`src/rtl/fu_ctrl_pkg.sv`:
```
// Shared definitions for the function-unit sequencer: FSM state codes, CTRL
// sub-opcodes, function-select constants and status bit positions.
package fu_ctrl_pkg;

    typedef logic [2:0] state_t;

    localparam state_t ST_FETCH   = 3'd0;
    localparam state_t ST_DECODE  = 3'd1;
    localparam state_t ST_EXEC    = 3'd2;
    localparam state_t ST_WB      = 3'd3;
    localparam state_t ST_HALT    = 3'd4;
    localparam state_t ST_ILLEGAL = 3'd5;

    localparam logic [2:0] SUB_LDI  = 3'b000;
    localparam logic [2:0] SUB_BRZ  = 3'b001;
    localparam logic [2:0] SUB_BRN  = 3'b010;
    localparam logic [2:0] SUB_JMP  = 3'b011;
    localparam logic [2:0] SUB_HALT = 3'b100;

    localparam logic [3:0] FS_PASSB = 4'b1100;
    localparam logic [3:0] FS_NOP   = 4'b1111;

    // Positions inside the latched {V,C,N,Z} status word
    localparam int STAT_V = 3;
    localparam int STAT_C = 2;
    localparam int STAT_N = 1;
    localparam int STAT_Z = 0;

    function automatic logic sub_is_illegal(input logic [2:0] sub);
        return (sub > SUB_HALT);
    endfunction

endpackage

```
`src/rtl/fu_ctrl_decode.sv`:
```
// Combinational instruction decoder: splits an instruction word into the
// control fields the sequencer registers in DECODE.
module fu_ctrl_decode
    import fu_ctrl_pkg::*;
#(
    parameter int DATA_W = 16,
    parameter int PC_W   = 8
) (
    input  logic [DATA_W-1:0] i_ir,
    output logic              o_is_alu,
    output logic [2:0]        o_sub,
    output logic [3:0]        o_fs,
    output logic [2:0]        o_dr,
    output logic [2:0]        o_sa,
    output logic [2:0]        o_sb,
    output logic [DATA_W-1:0] o_imm_sext,
    output logic [PC_W-1:0]   o_imm_pc,
    output logic              o_illegal
);

    logic [8:0] w_imm9;

    assign w_imm9     = i_ir[8:0];
    assign o_imm_sext = {{(DATA_W-9){w_imm9[8]}}, w_imm9};

    // PC arithmetic is modulo 2^PC_W, so a narrow PC only needs the low bits
    generate
        if (PC_W <= 9) begin : g_pc_narrow
            assign o_imm_pc = w_imm9[PC_W-1:0];
        end else begin : g_pc_wide
            assign o_imm_pc = {{(PC_W-9){w_imm9[8]}}, w_imm9};
        end
    endgenerate

    always_comb begin
        o_is_alu  = ~i_ir[15];
        o_sub     = 3'b000;
        o_fs      = FS_NOP;
        o_dr      = 3'b000;
        o_sa      = 3'b000;
        o_sb      = 3'b000;
        o_illegal = 1'b0;
        if (!i_ir[15]) begin
            o_fs = i_ir[14:11];
            o_dr = i_ir[10:8];
            o_sa = i_ir[7:5];
            o_sb = i_ir[4:2];
        end else begin
            o_sub     = i_ir[14:12];
            o_dr      = i_ir[11:9];
            o_fs      = (i_ir[14:12] == SUB_LDI) ? FS_PASSB : FS_NOP;
            o_illegal = sub_is_illegal(i_ir[14:12]);
        end
    end

endmodule

```
`src/rtl/fu_sequencer.sv`:
```
// Multi-cycle FETCH/DECODE/EXEC/WB sequencer driving the 16-bit function unit
// and register file, with latched V/C/N/Z flags for conditional branches.
module fu_sequencer
    import fu_ctrl_pkg::*;
#(
    parameter int              PC_W     = 8,
    parameter logic [PC_W-1:0] RESET_PC = '0,
    parameter int              DATA_W   = 16
) (
    input  logic              CLK,
    input  logic              RESET,
    output logic              imem_req,
    output logic [PC_W-1:0]   imem_addr,
    input  logic              imem_ack,
    input  logic [DATA_W-1:0] imem_rdata,
    output logic [3:0]        fs,
    output logic [2:0]        sa,
    output logic [2:0]        sb,
    output logic [2:0]        dr,
    output logic              rf_we,
    output logic              mb_sel,
    output logic [DATA_W-1:0] const_out,
    input  logic              v_in,
    input  logic              c_in,
    input  logic              n_in,
    input  logic              z_in,
    output logic [3:0]        status,
    output logic [PC_W-1:0]   pc_out,
    output logic              halted,
    output logic              illegal
);

    state_t              r_state;
    logic [PC_W-1:0]     r_pc;
    logic [DATA_W-1:0]   r_ir;
    logic [3:0]          r_status;
    logic                r_is_alu;
    logic [2:0]          r_sub;
    logic [3:0]          r_fs;
    logic [2:0]          r_dr;
    logic [2:0]          r_sa;
    logic [2:0]          r_sb;
    logic [DATA_W-1:0]   r_const;
    logic [PC_W-1:0]     r_imm_pc;

    logic                w_is_alu;
    logic [2:0]          w_sub;
    logic [3:0]          w_fs;
    logic [2:0]          w_dr;
    logic [2:0]          w_sa;
    logic [2:0]          w_sb;
    logic [DATA_W-1:0]   w_imm_sext;
    logic [PC_W-1:0]     w_imm_pc;
    logic                w_illegal;
    logic                w_taken;
    logic                w_active;

    fu_ctrl_decode #(
        .DATA_W (DATA_W),
        .PC_W   (PC_W)
    ) u_decode (
        .i_ir       (r_ir),
        .o_is_alu   (w_is_alu),
        .o_sub      (w_sub),
        .o_fs       (w_fs),
        .o_dr       (w_dr),
        .o_sa       (w_sa),
        .o_sb       (w_sb),
        .o_imm_sext (w_imm_sext),
        .o_imm_pc   (w_imm_pc),
        .o_illegal  (w_illegal)
    );

    // Branch conditions look only at the flags latched by an earlier WB
    assign w_taken = (r_sub == SUB_JMP)
                   || ((r_sub == SUB_BRZ) && r_status[STAT_Z])
                   || ((r_sub == SUB_BRN) && r_status[STAT_N]);

    always_ff @(posedge CLK) begin
        if (RESET) begin
            r_state  <= ST_FETCH;
            r_pc     <= RESET_PC;
            r_ir     <= '0;
            r_status <= '0;
            r_is_alu <= 1'b0;
            r_sub    <= 3'b000;
            r_fs     <= FS_NOP;
            r_dr     <= 3'b000;
            r_sa     <= 3'b000;
            r_sb     <= 3'b000;
            r_const  <= '0;
            r_imm_pc <= '0;
        end else begin
            case (r_state)
                ST_FETCH: begin
                    if (imem_ack) begin
                        r_ir    <= imem_rdata;
                        r_pc    <= r_pc + PC_W'(1);
                        r_state <= ST_DECODE;
                    end
                end
                ST_DECODE: begin
                    r_is_alu <= w_is_alu;
                    r_sub    <= w_sub;
                    r_fs     <= w_fs;
                    r_dr     <= w_dr;
                    r_sa     <= w_sa;
                    r_sb     <= w_sb;
                    r_const  <= w_imm_sext;
                    r_imm_pc <= w_imm_pc;
                    if (w_illegal)
                        r_state <= ST_ILLEGAL;
                    else if (!w_is_alu && (w_sub == SUB_HALT))
                        r_state <= ST_HALT;
                    else
                        r_state <= ST_EXEC;
                end
                ST_EXEC: begin
                    if (r_is_alu || (r_sub == SUB_LDI)) begin
                        r_state <= ST_WB;
                    end else begin
                        if (w_taken)
                            r_pc <= r_pc + r_imm_pc;
                        r_state <= ST_FETCH;
                    end
                end
                ST_WB: begin
                    if (r_is_alu && (r_fs != FS_NOP))
                        r_status <= {v_in, c_in, n_in, z_in};
                    r_state <= ST_FETCH;
                end
                default: r_state <= r_state;
            endcase
        end
    end

    // ALU and LDI are the only instructions that drive the function unit
    assign w_active  = ((r_state == ST_EXEC) || (r_state == ST_WB))
                     && (r_is_alu || (r_sub == SUB_LDI));

    assign imem_req  = (r_state == ST_FETCH) && !RESET;
    assign imem_addr = r_pc;
    assign pc_out    = r_pc;
    assign fs        = w_active ? r_fs : FS_NOP;
    assign mb_sel    = w_active && !r_is_alu;
    assign rf_we     = (r_state == ST_WB) && w_active && (r_fs != FS_NOP) && !RESET;
    assign sa        = r_sa;
    assign sb        = r_sb;
    assign dr        = r_dr;
    assign const_out = r_const;
    assign status    = r_status;
    assign halted    = (r_state == ST_HALT);
    assign illegal   = (r_state == ST_ILLEGAL);

endmodule

```
`config.mk`:
```
export PLATFORM = sky130hd
export DESIGN_NAME = fu_sequencer
export DESIGN_NICKNAME = d
export VERILOG_FILES = /design/src/rtl/fu_ctrl_pkg.sv /design/src/rtl/fu_ctrl_decode.sv /design/src/rtl/fu_sequencer.sv
export SDC_FILE = /design/constraint.sdc
export NUM_CORES = 1
export LEC_CHECK = 0
export BUFFER_PORTS_ARGS = -buffer_cell sky130_fd_sc_hd__buf_2
export CORE_MARGIN = 4
export CORE_UTILIZATION = 40
export DETAILED_ROUTE_END_ITERATION = 10
export PLACE_DENSITY = 0.66
export RECOVER_POWER = 25
export SYNTH_ARGS = -nofsm -noshare
export SYNTH_HDL_FRONTEND = slang
export SYNTH_SLANG_ARGS = --single-unit
export TNS_END_PERCENT = 100
```
`constraint.sdc`:
```
create_clock -name CLK -period 2.11 [get_ports CLK]
set_input_delay 0.422 -clock CLK [delete_from_list [all_inputs] [get_ports CLK]]
set_output_delay 0.422 -clock CLK [all_outputs]
set_load 0.02 [all_outputs]
```
==> results of run 1 <==
flip-flops by register name (all words and copies together), names as in the netlist:
signal and cells:
imem_addr 8, const_out 9, r_state 3, r_ir 16
status 4, dr 3, r_fs 4, r_sub 3
sa 3, sb 3, r_is_alu 1
power groups by stage:
| stage | registers, W | logic, W | clock network (W) |
|---|---|---|---|
| after floorplan | 0.00123 | 0.000279 | 0 |
| after global placement | 0.00121 | 0.000410 | 0 |
| after detailed placement | 0.00121 | 0.000416 | 0 |
| after CTS | 0.00119 | 0.000453 | 0.000934 |
| after global routing | 0.00120 | 0.000501 | 0.000990 |
| final | 0.00119 | 0.000447 | 0.000911 |
worst min-delay path: cells and delay by family:
kind / cells / cell delay, ps
buf+inv: 1 / 100
simple gates: 1 / 50
compound gates: 1 / 50
final cells by class:
cell class                      instances  share of cell area
Tap cell                               77              0.0276
Clock inverter                          5             0.00860
Inverter                                6             0.00645
Multi-Input combinational cell        235               0.432
Clock buffer                           11              0.0434
Sequential cell                        57               0.328
Timing Repair Buffer                   97               0.154
kinds of logic (layout without fill, tap and decap cells):
family                   count (synthesis)  count (layout)  synth area share
AO/OA/AOI/OAI                           71              71             0.158
adder cells (fa/ha/maj)                  8               8            0.0394
buffers and inverters                   42             119            0.0847
flip-flops                              57              57             0.418
XOR/XNOR                                 3               3           0.00962
AND/OR/NAND/NOR                        140             140             0.242
multiplexers                            13              13            0.0481
through the flow:
step / std cells / area, µm² / setup TNS [ps]
finish: 488 / 3490 / -82.0
global route: 488 / 3490 / -705
CTS: 488 / 3520 / -201
detailed placement: 467 / 3130 / -241
global placement: 467 / 3130 / -155
floorplan: 334 / 2740 / 0
Yosys cell counts (2+ instances only):
cell                       number
sky130_fd_sc_hd__inv_1          6
sky130_fd_sc_hd__nor2b_1        3
sky130_fd_sc_hd__o211ai_1       2
sky130_fd_sc_hd__nand3_1        2
sky130_fd_sc_hd__nand2_1       67
sky130_fd_sc_hd__o21ai_0        6
sky130_fd_sc_hd__clkbuf_1      15
sky130_fd_sc_hd__nand2b_1       2
sky130_fd_sc_hd__nor3_1         9
sky130_fd_sc_hd__xnor2_1        2
sky130_fd_sc_hd__o21a_1         2
sky130_fd_sc_hd__or3b_2         2
sky130_fd_sc_hd__a211o_1        2
sky130_fd_sc_hd__a211oi_1       8
sky130_fd_sc_hd__ha_1           7
sky130_fd_sc_hd__a21o_1         2
sky130_fd_sc_hd__buf_2          2
sky130_fd_sc_hd__mux2i_1       12
sky130_fd_sc_hd__nor2_1        29
sky130_fd_sc_hd__dfxtp_1       57
sky130_fd_sc_hd__o21bai_1       2
sky130_fd_sc_hd__nand3b_1       8
sky130_fd_sc_hd__buf_4         17
sky130_fd_sc_hd__and2_1         7
sky130_fd_sc_hd__or2_2          4
sky130_fd_sc_hd__a21oi_1       42
per-layer routing:
layer | part of all wire | GRT usage | wire length [µm] | vias up
li1 | - | - | - | 1258
met2 | 0.47 | 0.275 | 3110 | 73
met5 | 0 | 0 | 0 | -
met3 | 0.063 | 0.0367 | 420 | 4
met4 | 0.0043 | 0.0651 | 29 | 0
met1 | 0.47 | 0.215 | 3110 | 1171
path summary, 6_finish.rpt:
kind	start	to	slack (ps)	cells past startpoint
worst max-delay path	r_state[0]	imem_addr[7]	-50	9
worst min-delay path	imem_rdata[1]	r_ir[1]	330	3
worst max register to register	r_state[0]	imem_addr[7]	-50	9
worst min register to register	r_ir[0]	const_out[0]	460	2
what timing repair did:
item | CTS | global route
setup buffers | 5 | 0
pin swaps | 21 | 6
resized for setup | 40 | 2
endpoints found under the setup margin | 7 | 8
==> impl_metrics.xml, run 1 <==
<?xml version="1.0" encoding="UTF-8"?>
<metrics>
  <group name="power_and_ir_drop">
    <metric name="power_report.internal_total" unit="W">0.00180</metric>
    <metric name="sw_frac_of_total" unit="">0.293</metric>
    <metric name="pwr-share-comb" unit="">0.175</metric>
    <metric name="pwr_density_cell" unit="mW/mm²">730</metric>
    <metric name="power_switching" unit="W">0.000747</metric>
    <metric name="worst_ir_drop_vdd" unit="mV">0.378</metric>
    <metric name="post-layout-total-power" unit="W">0.00255</metric>
    <metric name="clkPwrFrac" unit="">0.358</metric>
    <metric name="seq_power_share" unit="">0.467</metric>
    <metric name="leakage" unit="nW">1.46</metric>
  </group>
  <group name="routing">
    <metric name="detail_route.wirelength" unit="µm">6670</metric>
    <metric name="final_antenna_net_count" unit="">0</metric>
    <metric name="drc" unit="">0</metric>
    <metric name="vias" unit="">2506</metric>
    <metric name="initial_drc_count" unit="">108</metric>
    <metric name="drt_pre_antenna_iters" unit="">4</metric>
    <metric name="avgViaCountPerCell" unit="">5.14</metric>
    <metric name="detail_route.wl_per_cell" unit="µm">13.7</metric>
  </group>
  <group name="logic_synthesis">
    <metric name="most_area_hungry_cell_type_in_the_yosys_netlist" unit="">sky130_fd_sc_hd__dfxtp_1</metric>
    <metric name="synth-edff-count" unit="">0</metric>
    <metric name="postSynthAreaPerCell" unit="µm²">8.18</metric>
    <metric name="syn-cell-area" unit="mm²">0.00273</metric>
    <metric name="synthArstFlopShare" unit="">0</metric>
    <metric name="synth.ff_latch_count" unit="">57</metric>
    <metric name="netlist.area_leader.share" unit="">0.418</metric>
    <metric name="mappedNetlistNets" unit="">365</metric>
    <metric name="synth_sequential_area_ratio" unit="">0.418</metric>
    <metric name="synth_ff_type" unit="">sky130_fd_sc_hd__dfxtp_1</metric>
    <metric name="yosysWarnings" unit="">0</metric>
    <metric name="synth_cell_types" unit="">43</metric>
    <metric name="synth.area.top_cells" unit="">sky130_fd_sc_hd__dfxtp_1 42%, sky130_fd_sc_hd__nand2_1 9.2%, sky130_fd_sc_hd__a21oi_1 7.7%</metric>
    <metric name="synthCells" unit="">334</metric>
  </group>
  <group name="timing">
    <metric name="setup_slack" unit="ps">-48.3</metric>
    <metric name="whs" unit="ps">332</metric>
    <metric name="max_freq" unit="MHz">463</metric>
    <metric name="timing.clock.skew" unit="ps">8.80</metric>
    <metric name="setup_violating_endpoint_count_in_the_final_report" unit="">5</metric>
    <metric name="tightestPinTransition" unit="ps">634</metric>
    <metric name="slew-limit-headroom" unit="">0.578</metric>
    <metric name="final.min_clock_period" unit="ps">2160</metric>
    <metric name="layout_worst_path_cycle_share" unit="">1.02</metric>
    <metric name="rsz0062_at_grt" unit="">yes</metric>
    <metric name="hold_violations" unit="">0</metric>
    <metric name="maxSlewViolCount" unit="">0</metric>
  </group>
  <group name="cells_and_area">
    <metric name="n_antenna_cell" unit="">0</metric>
    <metric name="leading_cell_type_in_the_layout_fill_and_taps_excluded" unit="">sky130_fd_sc_hd__nand2_1</metric>
    <metric name="share_of_final_layout_standard_cells_stronger_than_drive_strength_1" unit="">0.302</metric>
    <metric name="layout_common_cells" unit="">66 x sky130_fd_sc_hd__nand2_1, 53 x sky130_fd_sc_hd__dfxtp_1, 49 x sky130_fd_sc_hd__buf_2</metric>
    <metric name="multiInputGateArea" unit="mm²">0.00151</metric>
    <metric name="layout.filler_cells" unit="">621</metric>
    <metric name="layout.nets" unit="">437</metric>
    <metric name="regArea" unit="mm²">0.00115</metric>
    <metric name="syn2layout_area_growth" unit="%">27.8</metric>
    <metric name="layout.core_utilization" unit="">0.538</metric>
  </group>
  <group name="placement">
    <metric name="io_buffer_count" unit="">76</metric>
    <metric name="preCtsSetupSlack" unit="ps">-132</metric>
    <metric name="globalplace.congestion" unit="">0.837</metric>
    <metric name="post-dp-hpwl" unit="µm">4590</metric>
  </group>
  <group name="clock_network">
    <metric name="cts_buffer_depth" unit="">2</metric>
    <metric name="clk_root_buffer_cell" unit="">sky130_fd_sc_hd__clkbuf_8</metric>
    <metric name="tritoncts.num_buffers" unit="">9</metric>
    <metric name="cts_tree" unit="">done</metric>
    <metric name="clock_sink_count" unit="">57</metric>
    <metric name="clk-insertion-delay-late" unit="ps">320</metric>
    <metric name="ctsHtreeMaxLevel" unit="">3</metric>
    <metric name="clkTransAtPathRegs" unit="ps">70</metric>
    <metric name="cts_hold_buffers_added" unit="">0</metric>
  </group>
  <group name="run_status">
    <metric name="violations" unit="">setup timing</metric>
    <metric name="run_status" unit="">finished with violations</metric>
  </group>
  <group name="critical_path">
    <metric name="critical_path_cell_sequence" unit="">nor3b_4, buf_4, and2_1, ha_4, a21oi_2, o21ai_2, a211oi_2, nor3_2, mux2_4</metric>
    <metric name="cp_slowest_cell" unit="">sky130_fd_sc_hd__dfxtp_1</metric>
    <metric name="critical_path_buf_inv_count" unit="">1</metric>
    <metric name="critical_path.max_fanout" unit="">5</metric>
    <metric name="cpLargestDelayFamily" unit="">simple AND/OR/NAND/NOR gates</metric>
    <metric name="worst_path_required" unit="ps">2320</metric>
    <metric name="criticalPathCategory" unit="">flip-flop to flip-flop</metric>
    <metric name="timing.critical_path.to_type" unit="">flip-flop</metric>
    <metric name="worst-endpoint-arrival" unit="ps">2370</metric>
    <metric name="start_kind" unit="">flip-flop</metric>
    <metric name="max_stage_delay" unit="ps">330</metric>
  </group>
  <group name="global_routing">
    <metric name="grt_pass1_wl" unit="µm">11400</metric>
    <metric name="global_router_s_overall_resource_usage" unit="">0.168</metric>
    <metric name="maximum_number_of_pins_on_one_net_before_global_route_repair" unit="">33</metric>
    <metric name="number_of_antenna_violations_at_the_first_check_in_global_routing" unit="">0</metric>
    <metric name="globalRoute.totalOverflow" unit="">0</metric>
    <metric name="grt_pass1_vias" unit="">2458</metric>
  </group>
  <group name="die">
    <metric name="boundaryPins" unit="">77</metric>
    <metric name="floorplan.die_area" unit="mm²">0.00822</metric>
    <metric name="rows" unit="">29</metric>
    <metric name="vertical_die_dimension" unit="µm">90.7</metric>
    <metric name="initial_core_util" unit="">0.421</metric>
    <metric name="chipWidth" unit="µm">90.7</metric>
    <metric name="core_area" unit="mm²">0.00649</metric>
  </group>
  <group name="run">
    <metric name="cap_viol_max_count" unit="">0</metric>
  </group>
  <group name="worst_hold_path">
    <metric name="hold_class" unit="">input pin to flip-flop</metric>
  </group>
</metrics>
Power figures use the tool's default switching activity.
==> inputs of run 2 (changes only) <==
--- a/config.mk
+++ b/config.mk
@@ -5,11 +5,12 @@
 export SDC_FILE = /design/constraint.sdc
 export NUM_CORES = 1
 export LEC_CHECK = 0
+export ABC_AREA = 1
 export BUFFER_PORTS_ARGS = -buffer_cell sky130_fd_sc_hd__buf_2
 export CORE_MARGIN = 4
 export CORE_UTILIZATION = 40
 export DETAILED_ROUTE_END_ITERATION = 10
-export PLACE_DENSITY = 0.66
+export PLACE_DENSITY = 0.71
 export RECOVER_POWER = 25
 export SYNTH_ARGS = -nofsm -noshare
 export SYNTH_HDL_FRONTEND = slang
==> run 2 against run 1 <==
The flow now finishes without violations. First-iteration DRC count rose by 10%. Global-route usage down 0.83 points. Combinational power grew to 5.1 times the previous value. Cell area down 1.6%. Hold slack better by 18 ps. Routed wire length is 1.1% lower. Synthesized cell count increased by 23%. Via count increased by 6.0%. Sequential share of layout area up 0.55 points. Clock power is 11% higher.
==> impl_metrics.xml, run 2 <==
<?xml version="1.0" encoding="UTF-8"?>
<metrics>
  <group name="die">
    <metric name="core_area" unit="mm²">0.00683</metric>
    <metric name="boundaryPins" unit="">77</metric>
    <metric name="initial_core_util" unit="">0.414</metric>
    <metric name="floorplan.die_area" unit="mm²">0.00849</metric>
    <metric name="rows" unit="">30</metric>
    <metric name="vertical_die_dimension" unit="µm">92.1</metric>
    <metric name="chipWidth" unit="µm">92.1</metric>
  </group>
  <group name="routing">
    <metric name="initial_drc_count" unit="">119</metric>
    <metric name="final_antenna_net_count" unit="">0</metric>
    <metric name="detail_route.wl_per_cell" unit="µm">11.5</metric>
    <metric name="drc" unit="">0</metric>
    <metric name="avgViaCountPerCell" unit="">4.62</metric>
    <metric name="detail_route.wirelength" unit="µm">6600</metric>
    <metric name="drt_pre_antenna_iters" unit="">4</metric>
    <metric name="vias" unit="">2657</metric>
  </group>
  <group name="timing">
    <metric name="timing.clock.skew" unit="ps">10.3</metric>
    <metric name="final.min_clock_period" unit="ps">1980</metric>
    <metric name="setup_violating_endpoint_count_in_the_final_report" unit="">0</metric>
    <metric name="slew-limit-headroom" unit="">0.557</metric>
    <metric name="layout_worst_path_cycle_share" unit="">0.939</metric>
    <metric name="final.setup.tns" unit="ps">0</metric>
    <metric name="hold_violations" unit="">0</metric>
    <metric name="maxSlewViolCount" unit="">0</metric>
    <metric name="tightestPinTransition" unit="ps">664</metric>
    <metric name="max_freq" unit="MHz">505</metric>
  </group>
  <group name="clock_network">
    <metric name="clock_sink_count" unit="">57</metric>
    <metric name="clk-insertion-delay-late" unit="ps">330</metric>
    <metric name="cts_tree" unit="">done</metric>
    <metric name="cts_buffer_depth" unit="">2</metric>
    <metric name="clk_root_buffer_cell" unit="">sky130_fd_sc_hd__clkbuf_8</metric>
    <metric name="ctsHtreeMaxLevel" unit="">3</metric>
    <metric name="cts_hold_buffers_added" unit="">0</metric>
    <metric name="tritoncts.num_buffers" unit="">9</metric>
    <metric name="clkTransAtPathRegs" unit="ps">60</metric>
  </group>
  <group name="critical_path">
    <metric name="worst-endpoint-arrival" unit="ps">1560</metric>
    <metric name="critical_path.max_fanout" unit="">3</metric>
    <metric name="criticalPathCategory" unit="">flip-flop to output port</metric>
    <metric name="start_kind" unit="">flip-flop</metric>
    <metric name="timing.critical_path.to_type" unit="">output port</metric>
    <metric name="worst_path_required" unit="ps">1690</metric>
  </group>
  <group name="logic_synthesis">
    <metric name="synth_sequential_area_ratio" unit="">0.403</metric>
    <metric name="netlist.area_leader.share" unit="">0.403</metric>
    <metric name="synth_ff_type" unit="">sky130_fd_sc_hd__dfxtp_1</metric>
    <metric name="postSynthAreaPerCell" unit="µm²">6.89</metric>
    <metric name="synth.ff_latch_count" unit="">57</metric>
    <metric name="yosysWarnings" unit="">0</metric>
    <metric name="syn-cell-area" unit="mm²">0.00283</metric>
    <metric name="most_area_hungry_cell_type_in_the_yosys_netlist" unit="">sky130_fd_sc_hd__dfxtp_1</metric>
    <metric name="mappedNetlistNets" unit="">442</metric>
    <metric name="synthMostInstantiatedCell" unit="">sky130_fd_sc_hd__nand2_1</metric>
    <metric name="post_synth_most_frequent_cells" unit="">83 x sky130_fd_sc_hd__nand2_1, 58 x sky130_fd_sc_hd__inv_1, 57 x sky130_fd_sc_hd__dfxtp_1, 46 x sky130_fd_sc_hd__nor2_1, 40 x sky130_fd_sc_hd__a21oi_1</metric>
    <metric name="synthCells" unit="">411</metric>
    <metric name="synth.area.top_cells" unit="">sky130_fd_sc_hd__dfxtp_1 40%, sky130_fd_sc_hd__nand2_1 11%, sky130_fd_sc_hd__inv_1 7.7%</metric>
    <metric name="synth_cell_types" unit="">27</metric>
    <metric name="synthArstFlopShare" unit="">0</metric>
    <metric name="synth-edff-count" unit="">0</metric>
  </group>
  <group name="global_routing">
    <metric name="grt_pass1_wl" unit="µm">11000</metric>
    <metric name="grt_pass1_vias" unit="">2479</metric>
    <metric name="maximum_number_of_pins_on_one_net_before_global_route_repair" unit="">42</metric>
    <metric name="global_router_s_overall_resource_usage" unit="">0.160</metric>
    <metric name="globalRoute.totalOverflow" unit="">0</metric>
    <metric name="number_of_antenna_violations_at_the_first_check_in_global_routing" unit="">0</metric>
  </group>
  <group name="cells_and_area">
    <metric name="layout_common_cells" unit="">81 x sky130_fd_sc_hd__nand2_1, 62 x sky130_fd_sc_hd__buf_2, 56 x sky130_fd_sc_hd__inv_1</metric>
    <metric name="share_of_final_layout_standard_cells_stronger_than_drive_strength_1" unit="">0.223</metric>
    <metric name="largest_register_ffs" unit="">16</metric>
    <metric name="layout.nets" unit="">505</metric>
    <metric name="leading_cell_type_in_the_layout_fill_and_taps_excluded" unit="">sky130_fd_sc_hd__nand2_1</metric>
    <metric name="n_antenna_cell" unit="">0</metric>
    <metric name="fin_cells" unit="">575</metric>
    <metric name="registers.top_by_ff_count" unit="">r_ir</metric>
    <metric name="syn2layout_area_growth" unit="%">21.4</metric>
  </group>
  <group name="placement">
    <metric name="io_buffer_count" unit="">76</metric>
    <metric name="placed_cells" unit="">557</metric>
    <metric name="post-dp-hpwl" unit="µm">4890</metric>
    <metric name="globalplace.congestion" unit="">0.819</metric>
  </group>
  <group name="run_status">
    <metric name="run_status" unit="">complete, no violations</metric>
  </group>
  <group name="worst_hold_path">
    <metric name="hold_class" unit="">input pin to flip-flop</metric>
  </group>
  <group name="run">
    <metric name="cap_viol_max_count" unit="">0</metric>
  </group>
  <group name="power_and_ir_drop">
    <metric name="pwr_density_cell" unit="mW/mm²">1440</metric>
    <metric name="worst_ir_drop_vdd" unit="mV">0.707</metric>
    <metric name="leakage" unit="nW">1.62</metric>
  </group>
</metrics>
run 2: cell count changes in the layout (fill, tap and decap cells not counted), moves of 13 or more:
| cell | delta |
|---|---|
| sky130_fd_sc_hd__nand2_1 | +15 |
| sky130_fd_sc_hd__buf_2 | +13 |
| sky130_fd_sc_hd__o21ai_0 | +30 |
| sky130_fd_sc_hd__nand3_1 | +21 |
| sky130_fd_sc_hd__inv_1 | +52 |
| sky130_fd_sc_hd__nor2_1 | +15 |
run 2: final timing paths:
| kind | depth (start not counted) | end | slack (ps) | start |
|---|---|---|---|---|
| max | 8 | fs[0] | 130 | r_sub[1] |
| min reg2reg | 2 | r_ir[1] | 450 | r_ir[1] |
| min | 3 | status[2] | 350 | c_in |
| max reg2reg | 5 | r_sub[1] | 180 | r_state[0] |
run 2: per-layer routing:
metal / GRT usage / wire (µm)
met3: 0.0427 / 387
met2: 0.262 / 3060
met5: 0 / 0
met4: 0.0582 / 38
met1: 0.201 / 3110
run 2: critical path, stage by stage, from the launching register on:
cell	delay [ps]
sky130_fd_sc_hd__dfxtp_1	330
sky130_fd_sc_hd__inv_2	60
sky130_fd_sc_hd__nand3_1	90
sky130_fd_sc_hd__nand2_2	100
sky130_fd_sc_hd__inv_2	60
sky130_fd_sc_hd__nor2_4	110
sky130_fd_sc_hd__inv_1	60
sky130_fd_sc_hd__or2_2	270
sky130_fd_sc_hd__buf_4	160
run 2: timing repair:
item | in CTS | in global routing
pin swaps | 0 | 2
gates resized for setup | 4 | 12
buffers inserted | 0 | 2
endpoints found under the setup margin | 2 | 6
run 2: stage by stage:
stage          total power (W)   util  worst slack, ps  hold slack, ps  area (µm²)
2_1_floorplan          0.00343      -              239             430        2830
3_3_place_gp           0.00385  0.468              143             439        3190
3_5_place_dp           0.00389  0.468             52.6             445        3190
4_1_cts                0.00493  0.498             30.8             340        3400
5_1_grt                0.00536  0.503            -12.3             357        3430
6_report               0.00496  0.503              130             351        3430
run 2: cells by family after synthesis:
kind of cell / after synthesis / synth area share
flops: 57 / 0.403
xor+xnor: 2 / 0.00619
fa+ha+maj: 8 / 0.0380
simple gates: 167 / 0.247
compound gates: 84 / 0.162
buf+inv: 93 / 0.144
run 2: report_power, final:
part	internal [W]	switching [W]
sequential	0.00140	0.000278
clock	0.000573	0.000433
combinational	0.000755	0.00151
total	0.00273	0.00223
run 2: layout make-up:
type                       count  area (µm²)
tap                           96         120
clock inverter                 5        55.1
fill                         710        3400
inverter                      62         233
sequential                    57        1150
timing repair buffer          83         417
multi-input combinational    261        1320
clock buffer                  11         141
